===== config.mk =====
export PLATFORM = sky130hd
export DESIGN_NAME = match_monitor
export DESIGN_NICKNAME = d
export VERILOG_FILES = /design/src/rtl/match_monitor.sv
export SDC_FILE = /design/constraint.sdc
export NUM_CORES = 1
export LEC_CHECK = 0
export ABC_AREA = 1
export ABC_CLOCK_PERIOD_IN_PS = 1600
export CORE_ASPECT_RATIO = 1.75
export CORE_MARGIN = 2
export CORE_UTILIZATION = 48
export DETAILED_ROUTE_END_ITERATION = 8
export PLACE_DENSITY = 0.82
export SYNTH_ARGS = -nofsm -noshare
export SYNTH_HDL_FRONTEND = slang
export SYNTH_SLANG_ARGS = --single-unit

===== constraint.sdc =====
create_clock -name clk -period 1.6 [get_ports clk]
set_clock_uncertainty 0.05 [all_clocks]
set_input_delay 0.32 -clock clk [delete_from_list [all_inputs] [get_ports clk]]
set_output_delay 0.32 -clock clk [all_outputs]
set_load 0.01 [all_outputs]

===== src/rtl/match_monitor.sv =====
// match_monitor: counts rising edges of a detector pulse and raises an alarm
// when THRESH events fall inside one WIN_LEN-cycle observation window.
//
// Ports:
//   clk          single clock, rising edge
//   clr          synchronous active-high reset, highest priority
//   det_in       match pulse from the upstream sequence detector
//   alarm_ack    level-sampled alarm acknowledge
//   match_count  total events since reset, saturating at 2^CNT_W-1
//   win_count    events counted in the current window
//   alarm        high while in ALARM (decode of the state register)
//   mon_state    current state: IDLE=00, ARMED=01, ALARM=10
//
// state | meaning
// IDLE  | no window open, waiting for the first event
// ARMED | window open, timer counting down to its close
// ALARM | THRESH events seen in one window, waiting for alarm_ack
module match_monitor #(
  parameter int CNT_W   = 8,
  parameter int WIN_LEN = 16,
  parameter int THRESH  = 3
) (
  input  logic             clk,
  input  logic             clr,
  input  logic             det_in,
  input  logic             alarm_ack,
  output logic [CNT_W-1:0] match_count,
  output logic [7:0]       win_count,
  output logic             alarm,
  output logic [1:0]       mon_state
);

  typedef enum logic [1:0] {
    IDLE  = 2'b00,
    ARMED = 2'b01,
    ALARM = 2'b10
  } mon_state_t;

  localparam logic [7:0] WIN_LOAD = 8'(WIN_LEN - 1);
  localparam logic [8:0] THRESH_W = 9'(THRESH);

  mon_state_t       state_q, state_d;
  logic [7:0]       timer_q, timer_d;
  logic [7:0]       win_q, win_d;
  logic [CNT_W-1:0] match_q, match_d;
  logic             det_q;
  logic             event_w;
  logic [8:0]       win_inc;

  assign event_w = det_in & ~det_q;
  assign win_inc = {1'b0, win_q} + 9'd1;

  always_ff @(posedge clk) begin
    if (clr) begin
      state_q <= IDLE;
      timer_q <= '0;
      win_q   <= '0;
      match_q <= '0;
      det_q   <= 1'b0;
    end else begin
      state_q <= state_d;
      timer_q <= timer_d;
      win_q   <= win_d;
      match_q <= match_d;
      det_q   <= det_in;
    end
  end

  always_comb begin
    state_d = state_q;
    timer_d = timer_q;
    win_d   = win_q;
    match_d = match_q;

    // The total count runs independently of the window FSM.
    if (event_w && (match_q != {CNT_W{1'b1}})) begin
      match_d = match_q + 1'b1;
    end

    case (state_q)
      IDLE, ARMED: begin
        if ((state_q == IDLE) || (timer_q == 8'd0)) begin
          // No window open, or the current one just closed: an event this
          // cycle becomes the first event of a fresh window.
          timer_d = '0;
          win_d   = '0;
          state_d = IDLE;
          if (event_w) begin
            win_d = 8'd1;
            if (THRESH == 1) begin
              state_d = ALARM;
            end else begin
              state_d = ARMED;
              timer_d = WIN_LOAD;
            end
          end
        end else begin
          timer_d = timer_q - 8'd1;
          if (event_w) begin
            win_d = win_inc[7:0];
            if (win_inc >= THRESH_W) begin
              state_d = ALARM;
            end
          end
        end
      end
      ALARM: begin
        // win_count stays frozen; an event coinciding with the ack only
        // reaches match_count.
        if (alarm_ack) begin
          state_d = IDLE;
          win_d   = '0;
          timer_d = '0;
        end
      end
      default: begin
        state_d = IDLE;
        win_d   = '0;
        timer_d = '0;
      end
    endcase
  end

  assign match_count = match_q;
  assign win_count   = win_q;
  assign alarm       = (state_q == ALARM);
  assign mon_state   = state_q;

endmodule


; ---- After elaboration in Yosys (flattened, before gate mapping)
; Cells that the tools add are included.
; W data, S select, Z words.
[classes]
magnitude_cmp = 1
n_addsub = 3
bitwise = 2
eq_ne = 6
reduce_logical = 7
n_mux = 14
[op_table]
columns = cell, count
row1 = $mux W8, 4
row2 = $pmux W8 S2, 2
row3 = $add A8 B1 Y9 const B, 1
row4 = $ge A9 B2 Y1 const B, 1
row5 = $add A8 B1 Y8 const B, 1
row6 = $logic_not A8 Y1, 1
row7 = $mux W2, 4
row8 = $ne A8 B8 Y1 const B, 1
row9 = $sub A8 B1 Y8 const B, 1
row10 = $ne A3 B3 Y1 const B, 2
row11 = $mux W4, 1
row12 = $pmux W2 S2, 1
row13 = $reduce_and A3 Y1, 1
row14 = $eq A2 B1 Y1 const B, 1
row15 = $eq A2 B2 Y1 const B, 1
row16 = $logic_not A2 Y1, 1
row17 = $mux W1, 2
row18 = $ne A2 B2 Y1 const B, 1
row19 = $reduce_and A2 Y1, 1
row20 = $reduce_or A2 Y1, 1
row21 = $and A1 B1 Y1, 1
row22 = $logic_and A1 B1 Y1, 1
row23 = $logic_or A1 B1 Y1, 1
row24 = $not A1 Y1, 1
[totals]
elab_cells = 38
inputBits = 4
ff_bits = 27
out_inout_bits = 19

; ---- Longest topological paths before layout
[logic_depth]
depth_word = 6
ltp_mapped = 11
mapped_depth_nobuf = 11

; ---- Worst setup path after synthesis
; OpenSTA, ideal clock, no wires.
[synth_timing]
path_kind = flip-flop to flip-flop
startpoint = register match_q[0], in the netlist match_count[0]
endpoint = register match_q[6], in the netlist match_count[6]
arrival_time_ps = 1365
path_stages_with_launch = 10
n_path_buf = 0
setup_slack_ps = 55
synth_period_minus_slack_ps = 1545
setup_time_ps = 130
path_cell_list = dfxtp_1 -> ha_1 -> inv_1 -> nor3_2 -> nand2_1 -> nand2_2 -> inv_2 -> nand2_1 -> xor2_1 -> nor2_1
[synth_via]
elab_chain_len = 2
[synth_rtl]
columns = element, line
row1 = from (decl), 45  ; logic [CNT_W-1:0] match_q, match_d;
row2 = from (signal assigned), 64  ; match_q <= match_d;
row3 = "parallel branches: the longest is 2 deep, another holds $add A8 B1 Y8", n/a
; Several ways; the timed one is not identified.
; A chain may end at the register's enable or synchronous reset.

; ---- Final worst setup path
[layout_timing]
startpoint = register win_q[1], in the netlist win_count[1]
endpoint = output port win_count[1]
[layout_lines]
columns = element, line
row1 = from (decl), 44  ; logic [7:0] win_q, win_d;
row2 = from (signal assigned), 63  ; win_q <= win_d;
row3 = to (decl), 28  ; output logic [7:0] win_count,
; No word-level cell between the ends.

==> flow_summary.json <==
{
  "cts_root_buffer": "clkbuf_8",
  "insertedDiodeCount": 0,
  "p_leak_nw": 1.05,
  "holdPathStages": 2,
  "slew_violations": 0,
  "first_iter_violations": 30,
  "clk_pin_slew_ns": 0.09,
  "clkSinkCount": 27,
  "synth_top_family_by_area": "simple AND/OR/NAND/NOR gates",
  "grtUsageTotal": 0.214,
  "synthSimpleGateAreaFrac": 0.354,
  "cts_buffers": 3,
  "grt_antenna_before_repair": 0,
  "cp_top_family": "buffers and inverters",
  "ys_types": 33,
  "start_util": 0.499,
  "io_buffers": 22,
  "synth_fa_ha_area_frac": 0.0399,
  "async_reset_ff_frac": 0,
  "grt_setup_unrepaired": "yes",
  "critPathMaxStageDelay_ns": 0.54,
  "power.total_w": 0.00282,
  "worst-endpoint-arrival_ns": 1.19,
  "die_area_um2": 3760,
  "ioPinCount": 23,
  "hpwl_um": 2790,
  "cts_tree": "yes",
  "synth-compound-area-share": 0.121,
  "synth_seq_cells": 27,
  "worst_slack_ns": 0.0373,
  "ys_seq_area_frac": 0.345,
  "die_width_um": 47.2,
  "place.gp.congestion": 0.896,
  "synth_edf_count": 0,
  "ant_nets": 0,
  "overflow": 0,
  "grt_max_degree": 15,
  "cp.required_ns": 1.23,
  "via_per_inst": 5.10,
  "syn_to_final_growth_pct": 35.3,
  "synthFlopType": "dfxtp_1",
  "cp-start-kind": "flop",
  "tightest_slew_ns": 0.304,
  "dpl_worst_slack_ns": -0.136,
  "htreeDepth": 1,
  "finalCriticalPeriod_ns": 1.56,
  "final_cell_mix": "nand2_1 (47), inv_1 (23), nor2_1 (23), buf_4 (19), nand3_1 (17)",
  "synth_mux_area_frac": 0,
  "timing.slew.headroom": 0.795,
  "clockBufferDepth": 2,
  "setup_viol": 0,
  "drive_above_1_share": 0.284,
  "worstSetupPathType": "flop to primary output",
  "core_um2": 3140,
  "insertion_delay_ns": 0.27,
  "synth_xor_area_frac": 0.0559,
  "firstDrtPassIters": 4,
  "fin_nets": 271,
  "netlist_area_um2": 1570,
  "wl_per_cell_um": 12.1,
  "cp_max_fo": 6,
  "vdd_drop_max_mv": 0.970,
  "cts_setup_buffers": 0,
  "p_per_area_nw_per_um2": 1330,
  "grt_pass1_vias": 1457,
  "cp.depth": 1,
  "fillers": 275,
  "drv_cap": 0,
  "crit_slowest_cell": "clkdlybuf4s50_1",
  "r2r_cells": 11,
  "grt_pass1_wl_um": 5900,
  "cp_cell_sequence": "clkdlybuf4s50_1",
  "postCtsHoldBufs": 0,
  "fmax_mhz": 640,
  "syn-num-nets": 225,
  "wl_um": 3660,
  "min_period_over_period": 0.977,
  "std_cell_rows": 27,
  "drc_errors": 0,
  "final.setup.tns_ns": 0,
  "syn_avg_cell_area_um2": 7.26,
  "synthCells": 216,
  "die_h_um": 79.6,
  "ys_warn_count": 0,
  "hold_viol": 0,
  "worst_setup_path_end_kind": "primary output",
  "cp.buffers_inverters": 1,
  "final_common_cell": "nand2_1",
  "via_count": 1550,
  "hold_class": "flop to flop",
  "multi_input_area_um2": 935,
  "ff_latch_area_um2": 567,
  "status": "completed"
}
==> worst reg2reg max path: stages, from the launching register on <==
cell,delay [ns]
dfxtp_1,0.32
inv_1,0.07
ha_1,0.14
inv_1,0.05
nor2_2,0.13
nand2_2,0.09
nand3_4,0.14
nand2_4,0.10
nand2_8,0.11
clkinv_8,0.08
nor2_1,0.10
nor2_1,0.04
==> final timing paths <==
check | endpoint | slack, ns | start
min | win_count[7] | 0.45 | win_count[7]
max | win_count[1] | 0.04 | win_count[1]
min reg2reg | win_count[7] | 0.45 | win_count[7]
max reg2reg | win_count[0] | 0.07 | timer_q[1]
==> stage by stage <==
step	utilization	instances	instance area, um^2	hold slack (ns)
CTS	0.655	304	2060	0.445
global placement	0.637	300	2000	0.428
detailed placement	0.637	300	2000	0.432
finish	0.675	304	2120	0.445
floorplan	-	216	1570	0.339
global route	0.675	304	2120	0.462
==> cell type report <==
| cell class | count | area share |
|---|---|---|
| inverters | 30 | 0.0625 |
| flip-flops and latches | 27 | 0.267 |
| multi-input cells | 158 | 0.441 |
| well taps | 43 | 0.0254 |
| clock buffers | 4 | 0.0212 |
| repair buffers | 42 | 0.183 |
==> layer usage <==
| layer | track usage | vias up | share of wire |
|---|---|---|---|
| li1 | - | 780 | - |
| met1 | 0.216 | 720 | 0.41 |
| met2 | 0.400 | 41 | 0.54 |
| met3 | 0.0136 | 9 | 0.024 |
| met4 | 0.114 | 0 | 0.031 |
| met5 | 0 | - | 0 |
==> cells in the mapped netlist (3+ instances only) <==
cell,n,area (um^2)
xor2_1,7,61.3
nand2_4,3,33.8
inv_2,3,11.3
dfxtp_1,27,541
xnor2_1,3,26.3
nor2_1,26,97.6
nand2_2,4,25.0
a21oi_2,6,52.6
nand4_1,3,18.8
nand2_1,49,184
inv_1,24,90.1
a21oi_1,7,35.0
nand3_1,18,90.1
o21ai_2,3,26.3
ha_1,5,62.6
o21ai_0,6,30.0
==> power breakdown <==
part	total [W]	leakage, nW	internal [W]	switching, W
combinational	0.00147	0.802	0.000605	0.000861
sequential	0.000962	0.227	0.000827	0.000135
clock	0.000388	0.0228	0.000179	0.000210
total	0.00282	1.05	0.00161	0.00121
==> registers in the layout (all words and copies together), names as in the netlist <==
name	count
det_q	1
mon_state	2
timer_q	8
match_count	8
win_count	8
==> timing repair <==
| item | 4_1_cts | 5_1_grt |
|---|---|---|
| setup endpoints to repair | 15 | 28 |
| endpoints found under the hold margin | 0 | 0 |
| resized for setup | 20 | 21 |
| pin swaps | 0 | 8 |
==> cells by family (layout without fill, tap and decap cells) <==
group | Yosys count | in the layout
AOI/OAI and AO/OA | 29 | 29
xor gates and xnor gates | 10 | 10
buffers and inverters | 31 | 76
adders and majority gates | 5 | 5
DFF | 27 | 27
and+or+nand+nor | 114 | 114
No activity file was read; power rests on OpenSTA's default activity.
